[src/rtl/percept_datapath.sv]
// Serial-loaded perceptron MAC: bit-serial operand chain, sequential signed shift-add
// multiplier, accumulator and serial result readout. Define PERCEPT_SAT_EN for a saturating accumulator.
module percept_datapath #(
  parameter int WIDTH = 8,
  parameter int ACC_W = 20
) (
  input  logic clk,
  input  logic nRst,
  input  logic in,
  input  logic shift,
  input  logic shift_res,
  input  logic mul,
  input  logic acc,
  output logic res_out,
  output logic busy,
  output logic prod_valid,
  output logic sat
);

  localparam int PW    = 2 * WIDTH;
  localparam int CNT_W = $clog2(WIDTH + 1);

  typedef enum logic [1:0] {IDLE, MUL, SIGN} state_t;

  state_t             state_reg, state_next;
  logic [PW-1:0]      chain_reg, chain_next;
  logic [PW-1:0]      mx_reg, mx_next;
  logic [WIDTH-1:0]   mw_reg, mw_next;
  logic [PW-1:0]      pp_reg, pp_next;
  logic [PW-1:0]      prod_reg, prod_next;
  logic [CNT_W-1:0]   cnt_reg, cnt_next;
  logic               sign_reg, sign_next;
  logic               prod_valid_reg, prod_valid_next;
  logic [ACC_W-1:0]   acc_reg, acc_next;
  logic [ACC_W-1:0]   res_reg, res_next;
  logic               sat_reg, sat_next;

  logic [WIDTH-1:0]   x_op, w_op, x_mag, w_mag;

  assign x_op  = chain_reg[PW-1:WIDTH];
  assign w_op  = chain_reg[WIDTH-1:0];
  // -2^(W-1) negates to itself, which is the correct unsigned magnitude
  assign x_mag = x_op[WIDTH-1] ? -x_op : x_op;
  assign w_mag = w_op[WIDTH-1] ? -w_op : w_op;

`ifdef PERCEPT_SAT_EN
  localparam logic [ACC_W-1:0] ACC_MAX = {1'b0, {(ACC_W-1){1'b1}}};
  localparam logic [ACC_W-1:0] ACC_MIN = {1'b1, {(ACC_W-1){1'b0}}};
  logic [ACC_W:0] acc_sum;
  assign acc_sum = {acc_reg[ACC_W-1], acc_reg}
                 + {{(ACC_W+1-PW){prod_reg[PW-1]}}, prod_reg};
`else
  logic [ACC_W-1:0] acc_sum;
  assign acc_sum = acc_reg + {{(ACC_W-PW){prod_reg[PW-1]}}, prod_reg};
`endif

  assign busy       = (state_reg != IDLE);
  assign prod_valid = prod_valid_reg;
  assign res_out    = res_reg[ACC_W-1];
  assign sat        = sat_reg;

  always_comb begin
    state_next      = state_reg;
    chain_next      = chain_reg;
    mx_next         = mx_reg;
    mw_next         = mw_reg;
    pp_next         = pp_reg;
    prod_next       = prod_reg;
    cnt_next        = cnt_reg;
    sign_next       = sign_reg;
    prod_valid_next = 1'b0;
    acc_next        = acc_reg;
    sat_next        = sat_reg;

    if (shift && !busy)
      chain_next = {chain_reg[PW-2:0], in};

    res_next = shift_res ? {res_reg[ACC_W-2:0], 1'b0} : acc_reg;

    case (state_reg)
      IDLE: begin
        if (mul && acc) begin
          acc_next = '0;
          sat_next = 1'b0;
        end else if (mul) begin
          // operands come from the pre-shift chain value
          mx_next    = {{WIDTH{1'b0}}, x_mag};
          mw_next    = w_mag;
          sign_next  = x_op[WIDTH-1] ^ w_op[WIDTH-1];
          pp_next    = '0;
          cnt_next   = CNT_W'(WIDTH);
          state_next = MUL;
        end else if (acc) begin
`ifdef PERCEPT_SAT_EN
          if (acc_sum[ACC_W] != acc_sum[ACC_W-1]) begin
            acc_next = acc_sum[ACC_W] ? ACC_MIN : ACC_MAX;
            sat_next = 1'b1;
          end else begin
            acc_next = acc_sum[ACC_W-1:0];
          end
`else
          acc_next = acc_sum;
`endif
        end
      end
      MUL: begin
        if (mw_reg[0])
          pp_next = pp_reg + mx_reg;
        mx_next  = {mx_reg[PW-2:0], 1'b0};
        mw_next  = {1'b0, mw_reg[WIDTH-1:1]};
        cnt_next = cnt_reg - CNT_W'(1);
        if (cnt_reg == CNT_W'(1))
          state_next = SIGN;
      end
      SIGN: begin
        prod_next       = sign_reg ? -pp_reg : pp_reg;
        prod_valid_next = 1'b1;
        state_next      = IDLE;
      end
      default: state_next = IDLE;
    endcase
  end

  always_ff @(posedge clk or negedge nRst) begin
    if (!nRst) begin
      state_reg      <= IDLE;
      chain_reg      <= '0;
      mx_reg         <= '0;
      mw_reg         <= '0;
      pp_reg         <= '0;
      prod_reg       <= '0;
      cnt_reg        <= '0;
      sign_reg       <= 1'b0;
      prod_valid_reg <= 1'b0;
      acc_reg        <= '0;
      res_reg        <= '0;
      sat_reg        <= 1'b0;
    end else begin
      state_reg      <= state_next;
      chain_reg      <= chain_next;
      mx_reg         <= mx_next;
      mw_reg         <= mw_next;
      pp_reg         <= pp_next;
      prod_reg       <= prod_next;
      cnt_reg        <= cnt_next;
      sign_reg       <= sign_next;
      prod_valid_reg <= prod_valid_next;
      acc_reg        <= acc_next;
      res_reg        <= res_next;
      sat_reg        <= sat_next;
    end
  end

endmodule

[config.mk]
export PLATFORM = sky130hd
export DESIGN_NAME = percept_datapath
export DESIGN_NICKNAME = d
export VERILOG_FILES = /design/src/rtl/percept_datapath.sv
export SDC_FILE = /design/constraint.sdc
export NUM_CORES = 1
export LEC_CHECK = 0
export ABC_AREA = 1
export BUFFER_PORTS_ARGS = -buffer_cell sky130_fd_sc_hd__buf_2
export CAP_MARGIN = 10
export CORE_MARGIN = 2
export CORE_UTILIZATION = 45
export CTS_CLUSTER_DIAMETER = 60
export CTS_CLUSTER_SIZE = 20
export DETAILED_ROUTE_END_ITERATION = 7
export GPL_ROUTABILITY_DRIVEN = 0
export PLACE_DENSITY = 0.56
export SETUP_SLACK_MARGIN = 0.4
export SYNTH_ARGS = -nofsm -noshare
export SYNTH_HDL_FRONTEND = slang
export SYNTH_SLANG_ARGS = --single-unit
[constraint.sdc]
create_clock -name clk -period 2.4 [get_ports clk]
set_input_delay 0.24 -clock clk [delete_from_list [all_inputs] [get_ports clk]]
set_output_delay 0.24 -clock clk [all_outputs]
set_load 0.01 [all_outputs]
# Word-level counts from Yosys, hierarchy flattened
# Index checks and enable logic that the tools add are counted.
word_totals:
  ff_bits: 120
  in_bits: 7
  out_inout_bits: 4
  wordCells: 64
classes:
  add_sub_neg: 6
  n_eq_ne: 8
  mux: 25
  n_bitwise: 2
  n_reduce_logical: 12
ops:
  columns: ["operator", "n"]
  rows:
  - ["$mux 16", 6]
  - ["$mux 20", 4]
  - ["$pmux 16 s2", 2]
  - ["$mux 8", 4]
  - ["$add 20x20->20", 1]
  - ["$add 16x16->16", 1]
  - ["$neg 16->16", 1]
  - ["$neg 8->8", 2]
  - ["$pmux 8 s2", 1]
  - ["$reduce_and 3->1", 4]
  - ["$mux 4", 2]
  - ["$ne 2x2->1 const B", 4]
  - ["$pmux 4 s2", 1]
  - ["$mux 2", 3]
  - ["$reduce_bool 2->1", 3]
  - ["$eq 4x1->1 const B", 1]
  - ["$pmux 2 s2", 1]
  - ["$reduce_and 4->1", 1]
  - ["$sub 4x1->4 const B", 1]
  - ["$eq 2x1->1 const B", 1]
  - ["$eq 2x2->1 const B", 1]
  - ["$logic_and 1x1->1", 2]
  - ["$logic_not 2->1", 1]
  - ["$ne 2x1->1 const B", 1]
  - ["other kinds (4)", 4]

# Logic depth before layout (Yosys ltp)
# Gate-level depths: netlist (run 1).
depth:
  depth_word: 5
  depth_mapped: 12
  ltp_nobuf: 12

# Worst setup path before layout (run 1)
# Ideal clock, no wire load.
synth_path:
  kind: "register -> register"
  startpoint: "register prod_reg[0]"
  endpoint: "register acc_reg[16]"
  setup_time_ns: 0.117
  arrival_ns: 1.570
  required_time_ns: 2.283
  setup_slack_ns: 0.713
  path_stages_with_launch: 11
  path_buffers: 0
  period_less_slack_ns: 1.687
  cell_sequence: "dfrtp_1 > ha_1 > fa_1 > nand3_1 > nand3_1 > nand2_1 > nand2_1 > nand2_1 > nand3b_1 > nand3_1 > nand2_1"
synth_between:
  elab_chain_cells: 4
synth_rtl:
  columns: ["element", "line", "text"]
  rows:
  - ["from (decl)", "30", "logic [PW-1:0] prod_reg, prod_next;"]
  - ["from (signal assigned)", "144", "prod_reg <= prod_next;"]
  - ["$add 20x20->20", "54", "assign acc_sum = acc_reg + {{(ACC_W-PW){prod_reg[PW-1]}}, prod_reg};"]
  - ["$mux 20", "93", "end else if (acc) begin"]
  - ["$mux 20", "85", "end else if (mul) begin"]
  - ["$mux 20", "82", "if (mul && acc) begin"]
  - ["to (signal assigned)", "148", "acc_reg <= acc_next;"]
  - ["to (decl)", "34", "logic [ACC_W-1:0] acc_reg, acc_next;"]
# Every way passes these cells. The select of a mux whose other input is x is not followed.
# A chain may end at the register's enable or synchronous reset.

# Worst setup path in the final report (run 1)
layout_path:
  startpoint: "register mx_reg[2]"
  endpoint: "register pp_reg[11]"
layout_between:
  elab_chain_cells: 3
layout_rtl:
  columns: ["element", "line", "text"]
  rows:
  - ["from (decl)", "27", "logic [PW-1:0] mx_reg, mx_next;"]
  - ["from (signal assigned)", "141", "mx_reg <= mx_next;"]
  - ["$add 16x16->16", "108", "pp_next = pp_reg + mx_reg;"]
  - ["$mux 16", "107", "if (mw_reg[0])"]
  - ["$pmux 16 s2", "80", "case (state_reg)"]
  - ["to (signal assigned)", "143", "pp_reg <= pp_next;"]
  - ["to (decl)", "29", "logic [PW-1:0] pp_reg, pp_next;"]
# Every way passes these cells. The select of a mux whose other input is x is not followed.

==> results of run 1 <==
## layer usage
metal  vias up  global-route usage (%)  share of wire, %
li1       3044                       -                 -
met1      2819                    24.9                46
met2        63                    37.2                50
met3        25                    4.88               2.5
met4         0                    7.02               1.7
met5         -                       0                 0
## logic make-up (layout without fill, tap and decap cells)
group                      count (synthesis)  in the layout  share of synthesized area [%]
buffers and inverters                    126            152                           7.10
xor gates and xnor gates                  19             19                           2.33
adders and majority gates                 41             41                           7.40
other                                      1              1                         0.0526
DFF                                      120            120                           42.1
AOI/OAI and AO/OA                        162            162                           13.3
muxes                                      9              9                           1.42
and+or+nand+nor                          440            440                           26.3
## cells in the final DEF, fill, tap and decap left out, types with 5 or more instances in the layout
| master | Yosys | routed |
|---|---|---|
| o22ai_1 | 15 | 15 |
| mux2_2 | 9 | 9 |
| nor3_1 | 5 | 5 |
| bufinv_16 | 0 | 7 |
| o21ai_0 | 72 | 72 |
| nor2_1 | 60 | 60 |
| a21oi_1 | 40 | 40 |
| nand3_1 | 54 | 54 |
| clkbuf_16 | 0 | 17 |
| buf_4 | 1 | 6 |
| inv_1 | 95 | 95 |
| xor2_1 | 17 | 17 |
| dfrtp_1 | 120 | 120 |
| o22ai_2 | 6 | 6 |
| buf_2 | 6 | 8 |
| ha_1 | 39 | 38 |
| and2_1 | 7 | 7 |
| nand2_1 | 286 | 285 |
| nand3b_1 | 10 | 10 |
| nand4_1 | 8 | 8 |
| o21ai_1 | 5 | 5 |
| o211ai_1 | 9 | 9 |
## power groups by stage
| stage | sequential (W) | combinational, W | clock [W] |
|---|---|---|---|
| 6_report | 0.00350 | 0.00498 | 0.00304 |
| 5_1_grt | 0.00363 | 0.00574 | 0.00319 |
| 4_1_cts | 0.00350 | 0.00499 | 0.00309 |
| 3_5_place_dp | 0.00352 | 0.00495 | 0 |
| 3_3_place_gp | 0.00351 | 0.00488 | 0 |
| 2_1_floorplan | 0.00325 | 0.00399 | 0 |
## synthesized netlist by cell type (all sizes together)
master | instances | area [um2]
nand2 | 288 | 1090
dfrtp | 120 | 3000
inv | 101 | 384
o21ai | 78 | 394
nor2 | 65 | 285
nand3 | 56 | 298
a21oi | 40 | 200
ha | 39 | 488
o22ai | 21 | 169
xor2 | 17 | 149
clkbuf | 12 | 45.0
buf | 10 | 63.8
nand3b | 10 | 75.1
mux2 | 9 | 101
o211ai | 9 | 67.6
nand4 | 8 | 50.1
and2 | 7 | 43.8
nor3 | 5 | 25.0
o21bai | 5 | 48.8
o31ai | 4 | 30.0
clkinv | 3 | 13.8
fa | 2 | 40.0
o221ai | 2 | 17.5
xnor2 | 2 | 17.5
a21o | 1 | 7.51
conb | 1 | 3.75
o21a | 1 | 7.51
o311ai | 1 | 8.76
or3 | 1 | 6.26
## worst min-delay path, stage by stage
cell and delay, ps:
buf_2 80, nor2_1 40, a21oi_1 100
## worst paths after layout
kind / from / to / cells after the start
max: mx_reg[2]$_DFFE_PN0P_ / pp_reg[11]$_DFFE_PN0P_ / 9
min: in / chain_reg[0]$_DFFE_PN0P_ / 3
max reg2reg: mx_reg[2]$_DFFE_PN0P_ / pp_reg[11]$_DFFE_PN0P_ / 9
min reg2reg: res_reg[4]$_DFF_PN0_ / res_reg[5]$_DFF_PN0_ / 2
max in group asynchronous: nRst / prod_valid$_DFF_PN0_ / 3
min in group asynchronous: nRst / res_reg[5]$_DFF_PN0_ / 2
## repair_timing
item                                    4_1_cts  5_1_grt
hold endpoints to repair                     17        0
gates resized for setup                       0        4
hold buffers                                  1        0
endpoints found under the setup margin        0        6
## per-stage QoR
step / utilization (%) / power [W]
6_report: 51.8 / 0.0115
5_1_grt: 51.8 / 0.0126
4_1_cts: 51.7 / 0.0116
3_5_place_dp: 47.1 / 0.00847
3_3_place_gp: 47.1 / 0.00838
2_1_floorplan: - / 0.00725
## final cells by class
class | instances | area [um2] | area share (%)
Clock buffer | 20 | 467 | 5.74
Clock inverter | 12 | 244 | 3.00
Inverter | 104 | 398 | 4.89
Multi-Input combinational cell | 672 | 3630 | 44.7
Sequential cell | 120 | 3000 | 36.9
Tap cell | 216 | 270 | 3.32
Timing Repair Buffer | 16 | 115 | 1.42
==> results.cfg, run 1 <==
[worst_setup_path]
worstPathCellList = ha_1 -> a21oi_1 -> nand2_1 -> nand2_1 -> nand2_1 -> nand2_1 -> nand3b_1 -> nand3_1 -> nand2_1
end_kind = register
worst-path-buf-inv = 0
crit_family = simple AND/OR/NAND/NOR gates
arrival_ps = 2180
critical_path_class = register to register
rrSetupSlack_ps = 520
crit_path_frequent_cell = nand2_1
slowest_delay_ps = 420
cp-start-kind = register
crit_slowest_cell = dfrtp_1
crit_fanout = 6
required_ps = 2700

[sta]
finalSetupViolations = 0
holdWs_ps = 71.3
hold_violations = 0
period_minus_slack_ps = 1880
setup_slack_ps = 523
setup_tns_ps = 0
max_freq_mhz = 533
relSlewSlack_pct = 64.6
slew_violations = 0
rsz0062_at_grt = no
tightest_slew_ps = 531
finClkSkew_ps = 13.1
fin_crit_sh_pct = 78.2

[hold_path]
hold_class = primary input to register

[yosys]
synth_cell_types = 46
ys_ff_latch = 120
yosysSeqAreaShare_pct = 42.1
netlist_area_mm2 = 0.00713
yosys_warnings = 0
avgSynthCellArea_um2 = 7.77
synth_fp_nets = 966
syn-instance-count = 918

[detailed_routing]
vias = 5951
antenna_left = 0
drc = 0
wire_per_inst_um = 13.9
routed_wl_mm = 16.2
drt-initial-drc-count = 279
firstDrtPassIters = 4
vias_per_cell = 5.13

[cts]
root_buffer = clkbuf_16
insertion_delay_ps = 420
h-tree-depth = 4
cts_buffers = 17
post-cts-setup-buffers = 0
cts_sinks = 120
cts_tree = built
clk_pin_slew_ps = 50
cts_buffer_depth = 2

[pwr]
combPwrFrac_pct = 43.2
ir_drop_mv = 0.602
power_switching_w = 0.00474
swShare_pct = 41.2
power.density_mw_per_mm2 = 1420
pwr-share-seq_pct = 30.4
clkPwrFrac_pct = 26.4
p_leak_nw = 4.02
p_int_w = 0.00678

[final_layout]
diodes = 0
post_route_cells_drive_above_1_share_pct = 9.00
nets = 979
design_area_mm2 = 0.00813
fin_cells = 1160
fill_cells = 1521
syn2layout_area_growth_pct = 14.0

[global_route]
antenna_found_initial = 0
track_usage_pct = 20.9
grt_max_degree = 70
grt_pass1_vias = 6015
grt_pass1_wl_mm = 28.0
gr-total-overflow = 0

[run]
maxCapViolCount = 0

[floorplanning]
start_util_pct = 45.4
die_w_um = 130
row_count = 46
core_mm2 = 0.0157
pin_count = 11
fp.dieH_um = 130
die_area_mm2 = 0.0169

[placement]
place_area_mm2 = 0.00740
place_inst = 1127
dp_hpwl_mm = 12.2
dp_slack_ps = 493
io_buffers = 9

[outcome]
outcome = finished clean
(Power assumes the default switching activity.)
==> run 2, diff against run 1 <==
Settings changed: PLACE_DENSITY 0.56 to 0.59.
Clock period 2.4 ns to 1.7 ns, I/O delays scaled along.
==> run 2 against run 1 <==
- the run now ends with negative setup slack left
- sequential share of layout area fell by 9.2 points
- sequential power grew 50%
- via count up 14%
- clock skew down 0.56 ps
- die area unchanged
- critical path depth up 2
- critical path type unchanged
- first-iteration DRC count is 33% higher
==> results.cfg, run 2 (synthesis gave the netlist of run 1 again) <==
[sta]
finalSetupViolations = 3
max_freq_mhz = 580
period_minus_slack_ps = 1720
setup_tns_ps = -56.8
slew_violations = 0
holdWs_ps = 16.3
setup_slack_ps = -23.2
fin_crit_sh_pct = 101
hold_violations = 0
rsz0062_at_grt = yes
finClkSkew_ps = 12.6

[detailed_routing]
routed_wl_mm = 21.2
vias = 6798
antenna_left = 0
drt-initial-drc-count = 372
drc = 0
wire_per_inst_um = 16.5
firstDrtPassIters = 5
vias_per_cell = 5.29

[final_layout]
layout_commonest_cell = nand2_1
mostFrequentLayoutCells = nand2_1, dfrtp_1, buf_4, inv_1, nand2_2
syn2layout_area_growth_pct = 52.4
post_route_cells_drive_above_1_share_pct = 46.0
design_area_mm2 = 0.0109
seq_area_mm2 = 0.00302
nets = 1104
multi_input_area_mm2 = 0.00521
fill_cells = 1164
diodes = 0

[worst_setup_path]
end_kind = register
slowest_delay_ps = 420
cp-start-kind = register
arrival_ps = 2060
crit_path_frequent_cell = nand2_4
rrSetupSlack_ps = -20
required_ps = 2040
critical_path_class = register to register
crit_fanout = 4
worstPathCellList = ha_4 -> fa_2 -> nand3_2 -> nand2_4 -> nand2_4 -> nand2_4 -> nand2_2 -> nand2_2 -> nand2_1 -> nand2_1 -> o21ai_1
crit_slowest_cell = dfrtp_1

[global_route]
grt_pass1_wl_mm = 31.5
gr-total-overflow = 0
grt_pass1_vias = 6677
antenna_found_initial = 0
track_usage_pct = 23.9
grt_max_degree = 42

[outcome]
outcome = finished with violations
violations = negative setup slack

[floorplanning]
die_w_um = 130
die_area_mm2 = 0.0169
fp.dieH_um = 130
core_mm2 = 0.0157
pin_count = 11
row_count = 46
start_util_pct = 45.4

[cts]
insertion_delay_ps = 420
cts_buffers = 17
cts_tree = built
root_buffer = clkbuf_16
clk_pin_slew_ps = 60
cts_buffer_depth = 2
cts_sinks = 120
h-tree-depth = 4

[placement]
dp_slack_ps = -94.2
io_buffers = 9
dp_hpwl_mm = 13.3
place_area_mm2 = 0.00813

[run]
maxCapViolCount = 0

[pwr]
p_leak_nw = 4.99
ir_drop_mv = 1.17
power.density_mw_per_mm2 = 2040

[hold_path]
hold_class = primary input to register
## run 2: cell types whose count changed in the layout (fill, tap and decap cells not counted), moves of 23 or more
cell     delta
buf_4      +80
nand3_1    -29
o21ai_1    +23
o21ai_0    -41
nand2_4    +30
nand2_2    +62
ha_4       +36
buf_6      +33
nand2_1    -95
nor2_1     -33
ha_1       -36
## run 2: what timing repair did
item / in CTS / in global routing
setup buffers: 58 / 36
endpoints found under the hold margin: 83 / 0
endpoints found under the setup margin: 72 / 88
resized for setup: 128 / 243
gates cloned: 1 / 4
hold buffers: 1 / 0
pin swaps: 77 / 95
## run 2: worst paths after layout
check,from,end,depth (start not counted)
max reg2reg,pp_reg[0]$_DFFE_PN0P_,pp_reg[10]$_DFFE_PN0P_,11
max,pp_reg[0]$_DFFE_PN0P_,pp_reg[10]$_DFFE_PN0P_,11
min in group asynchronous,nRst,res_reg[2]$_DFF_PN0_,2
min reg2reg,res_reg[1]$_DFF_PN0_,res_reg[2]$_DFF_PN0_,2
max in group asynchronous,nRst,prod_reg[15]$_DFFE_PN0P_,3
min,in,chain_reg[0]$_DFFE_PN0P_,3
## run 2: layout make-up
class	count	area share, %
Timing Repair inverter	2	0.104
Sequential cell	120	27.8
Tap cell	216	2.49
Clock inverter	12	1.61
Timing Repair Buffer	139	12.0
Inverter	104	4.05
Clock buffer	20	4.11
Multi-Input combinational cell	672	47.9
## run 2: critical path: cells and delay by family (launching register included)
kind / cells / cell delay (ps)
DFF: 1 / 420
AOI/OAI and AO/OA: 1 / 130
adders and majority gates: 2 / 550
and+or+nand+nor: 8 / 550
## run 2: power breakdown
part           switching, W  leakage, nW  internal (W)
combinational       0.00697         3.14       0.00617
clock               0.00130        0.296       0.00248
sequential          0.00125         1.55       0.00399
total               0.00952         4.99        0.0126
## run 2: stage by stage
step | cells | utilization (%) | power (W)
2_1_floorplan | 918 | - | 0.0114
3_3_place_gp | 1153 | 51.7 | 0.0134
3_5_place_dp | 1153 | 51.7 | 0.0136
4_1_cts | 1245 | 61.6 | 0.0192
5_1_grt | 1285 | 69.2 | 0.0237
6_report | 1285 | 69.2 | 0.0222
## run 2: layer usage
metal | GRT usage (%) | part of all wire, %
met5 | 0 | 0
met4 | 8.29 | 2.6
met3 | 5.25 | 2.9
met2 | 43.9 | 54
met1 | 27.3 | 40
==> run 3, diff against run 2 <==
Clock period 1.7 ns to 1.4 ns, I/O delays scaled along.
==> run 3 against run 2 <==
- the run still ends with negative setup slack left
- utilization rose by 6.8 points
- critical path depth is 2 lower
- register-to-register slack lost 370 ps
- power increased by 36%
- die area is the same
- highest routed layer unchanged
==> results.cfg, run 3 (synthesis gave the netlist of run 1 again) <==
[placement]
dp_hpwl_mm = 13.9
place_area_mm2 = 0.00888
place_inst = 1239
io_buffers = 9

[final_layout]
multi_input_area_mm2 = 0.00546
fill_cells = 1003
utilization_pct = 76.0
diodes = 0
syn2layout_area_growth_pct = 67.3
layout_commonest_cell = nand2_1
nets = 1186
mostFrequentLayoutCells = nand2_1, buf_4, dfrtp_1, inv_1, buf_6
fin_cells = 1367
seq_area_mm2 = 0.00302
post_route_cells_drive_above_1_share_pct = 52.2
design_area_mm2 = 0.0119

[sta]
period_minus_slack_ps = 1790
setup_slack_ps = -393
rsz0062_at_grt = yes
hold_violations = 0
fin_crit_sh_pct = 128
finClkSkew_ps = 10.7
max_freq_mhz = 558
holdWs_ps = 180
finalSetupViolations = 47
slew_violations = 0

[floorplanning]
row_count = 46
die_area_mm2 = 0.0169
pin_count = 11
start_util_pct = 45.4
fp.dieH_um = 130
die_w_um = 130
core_mm2 = 0.0157

[pwr]
p_leak_nw = 5.53
power.density_mw_per_mm2 = 2520
combPwrFrac_pct = 63.1
power_switching_w = 0.0129
swShare_pct = 42.8
clkPwrFrac_pct = 15.8
ir_drop_mv = 1.56
pwr-share-seq_pct = 21.2
p_int_w = 0.0172

[worst_setup_path]
arrival_ps = 2100
cp-start-kind = register
crit_fanout = 3
critical_path_class = register to register
required_ps = 1710
end_kind = register

[global_route]
antenna_found_initial = 0
grt_pass1_vias = 7324
grt_pass1_wl_mm = 35.3
track_usage_pct = 27.1
gr-total-overflow = 0
grt_max_degree = 38

[detailed_routing]
antenna_left = 0
drt-initial-drc-count = 413
vias_per_cell = 5.40
routed_wl_mm = 24.5
vias = 7387
drc = 0
wire_per_inst_um = 17.9
firstDrtPassIters = 5

[run]
maxCapViolCount = 0

[cts]
cts_buffer_depth = 2
cts_sinks = 120
cts_tree = built
insertion_delay_ps = 430
clk_pin_slew_ps = 60
root_buffer = clkbuf_16
h-tree-depth = 4
cts_buffers = 17

[outcome]
outcome = finished with violations
violations = negative setup slack

[hold_path]
hold_class = primary input to asynchronous set/reset pin
-- run 3: power by group through the flow --
stage          Combinational [W]  Sequential (W)  Clock (W)
6_report                  0.0190         0.00636    0.00474
5_1_grt                   0.0203         0.00651    0.00494
4_1_cts                   0.0162         0.00622    0.00476
3_5_place_dp              0.0123         0.00619          0
3_3_place_gp              0.0121         0.00614          0
2_1_floorplan            0.00832         0.00592          0
-- run 3: worst paths after layout --
kind / start / endpoint / slack (ps) / depth (start not counted)
setup / recovery: pp_reg[0]$_DFFE_PN0P_ / pp_reg[6]$_DFFE_PN0P_ / -390 / 9
hold / removal: nRst / res_reg[3]$_DFF_PN0_ / 180 / 2
setup reg to reg: pp_reg[0]$_DFFE_PN0P_ / pp_reg[6]$_DFFE_PN0P_ / -390 / 9
hold reg to reg: res_reg[2]$_DFF_PN0_ / res_reg[3]$_DFF_PN0_ / 450 / 2
max in group asynchronous: nRst / prod_reg[15]$_DFFE_PN0P_ / 650 / 3
min in group clk: shift_res / res_reg[10]$_DFF_PN0_ / 190 / 2
-- run 3: what timing repair did --
action / in CTS / in global routing
pin swaps: 86 / 101
endpoints found under the setup margin: 101 / 103
hold buffers: 2 / 0
gates cloned: 8 / 1
hold endpoints to repair: 84 / 0
buffers inserted: 51 / 34
gates resized for setup: 233 / 176
-- run 3: final cells by class --
cell class	count	share of cell area [%]
Clock buffer	22	3.89
Clock inverter	10	1.42
Inverter	104	3.79
Multi-Input combinational cell	672	45.7
Sequential cell	120	25.3
Tap cell	216	2.26
Timing Repair Buffer	220	17.3
Timing Repair inverter	3	0.304
-- run 3: worst max-delay path, cell delays in order, from the launching register on --
cell and delay (ps):
dfrtp_1 390, ha_2 210, fa_2 380, nand3_2 100, nand2_4 80, nand2_4 90
nand2_4 70, buf_4 140, nor2_2 110, o22ai_2 90
-- run 3: per-stage QoR --
| stage | power, W | worst slack, ps | setup TNS [ps] |
|---|---|---|---|
| after global placement | 0.0182 | -274 | -6150 |
| after CTS | 0.0272 | -279 | -7550 |
| after global routing | 0.0317 | -462 | -13040 |
| after detailed placement | 0.0185 | -319 | -7220 |
| final | 0.0301 | -393 | -9790 |
| after floorplan | 0.0142 | -180 | -1730 |
-- run 3: metal layers --
metal	vias to the layer above	share of wire, %	GRT usage, %
li1	3469	-	-
met1	3641	38	29.9
met2	185	54	50.3
met3	92	3.0	5.08
met4	0	4.6	12.3
met5	-	0	0
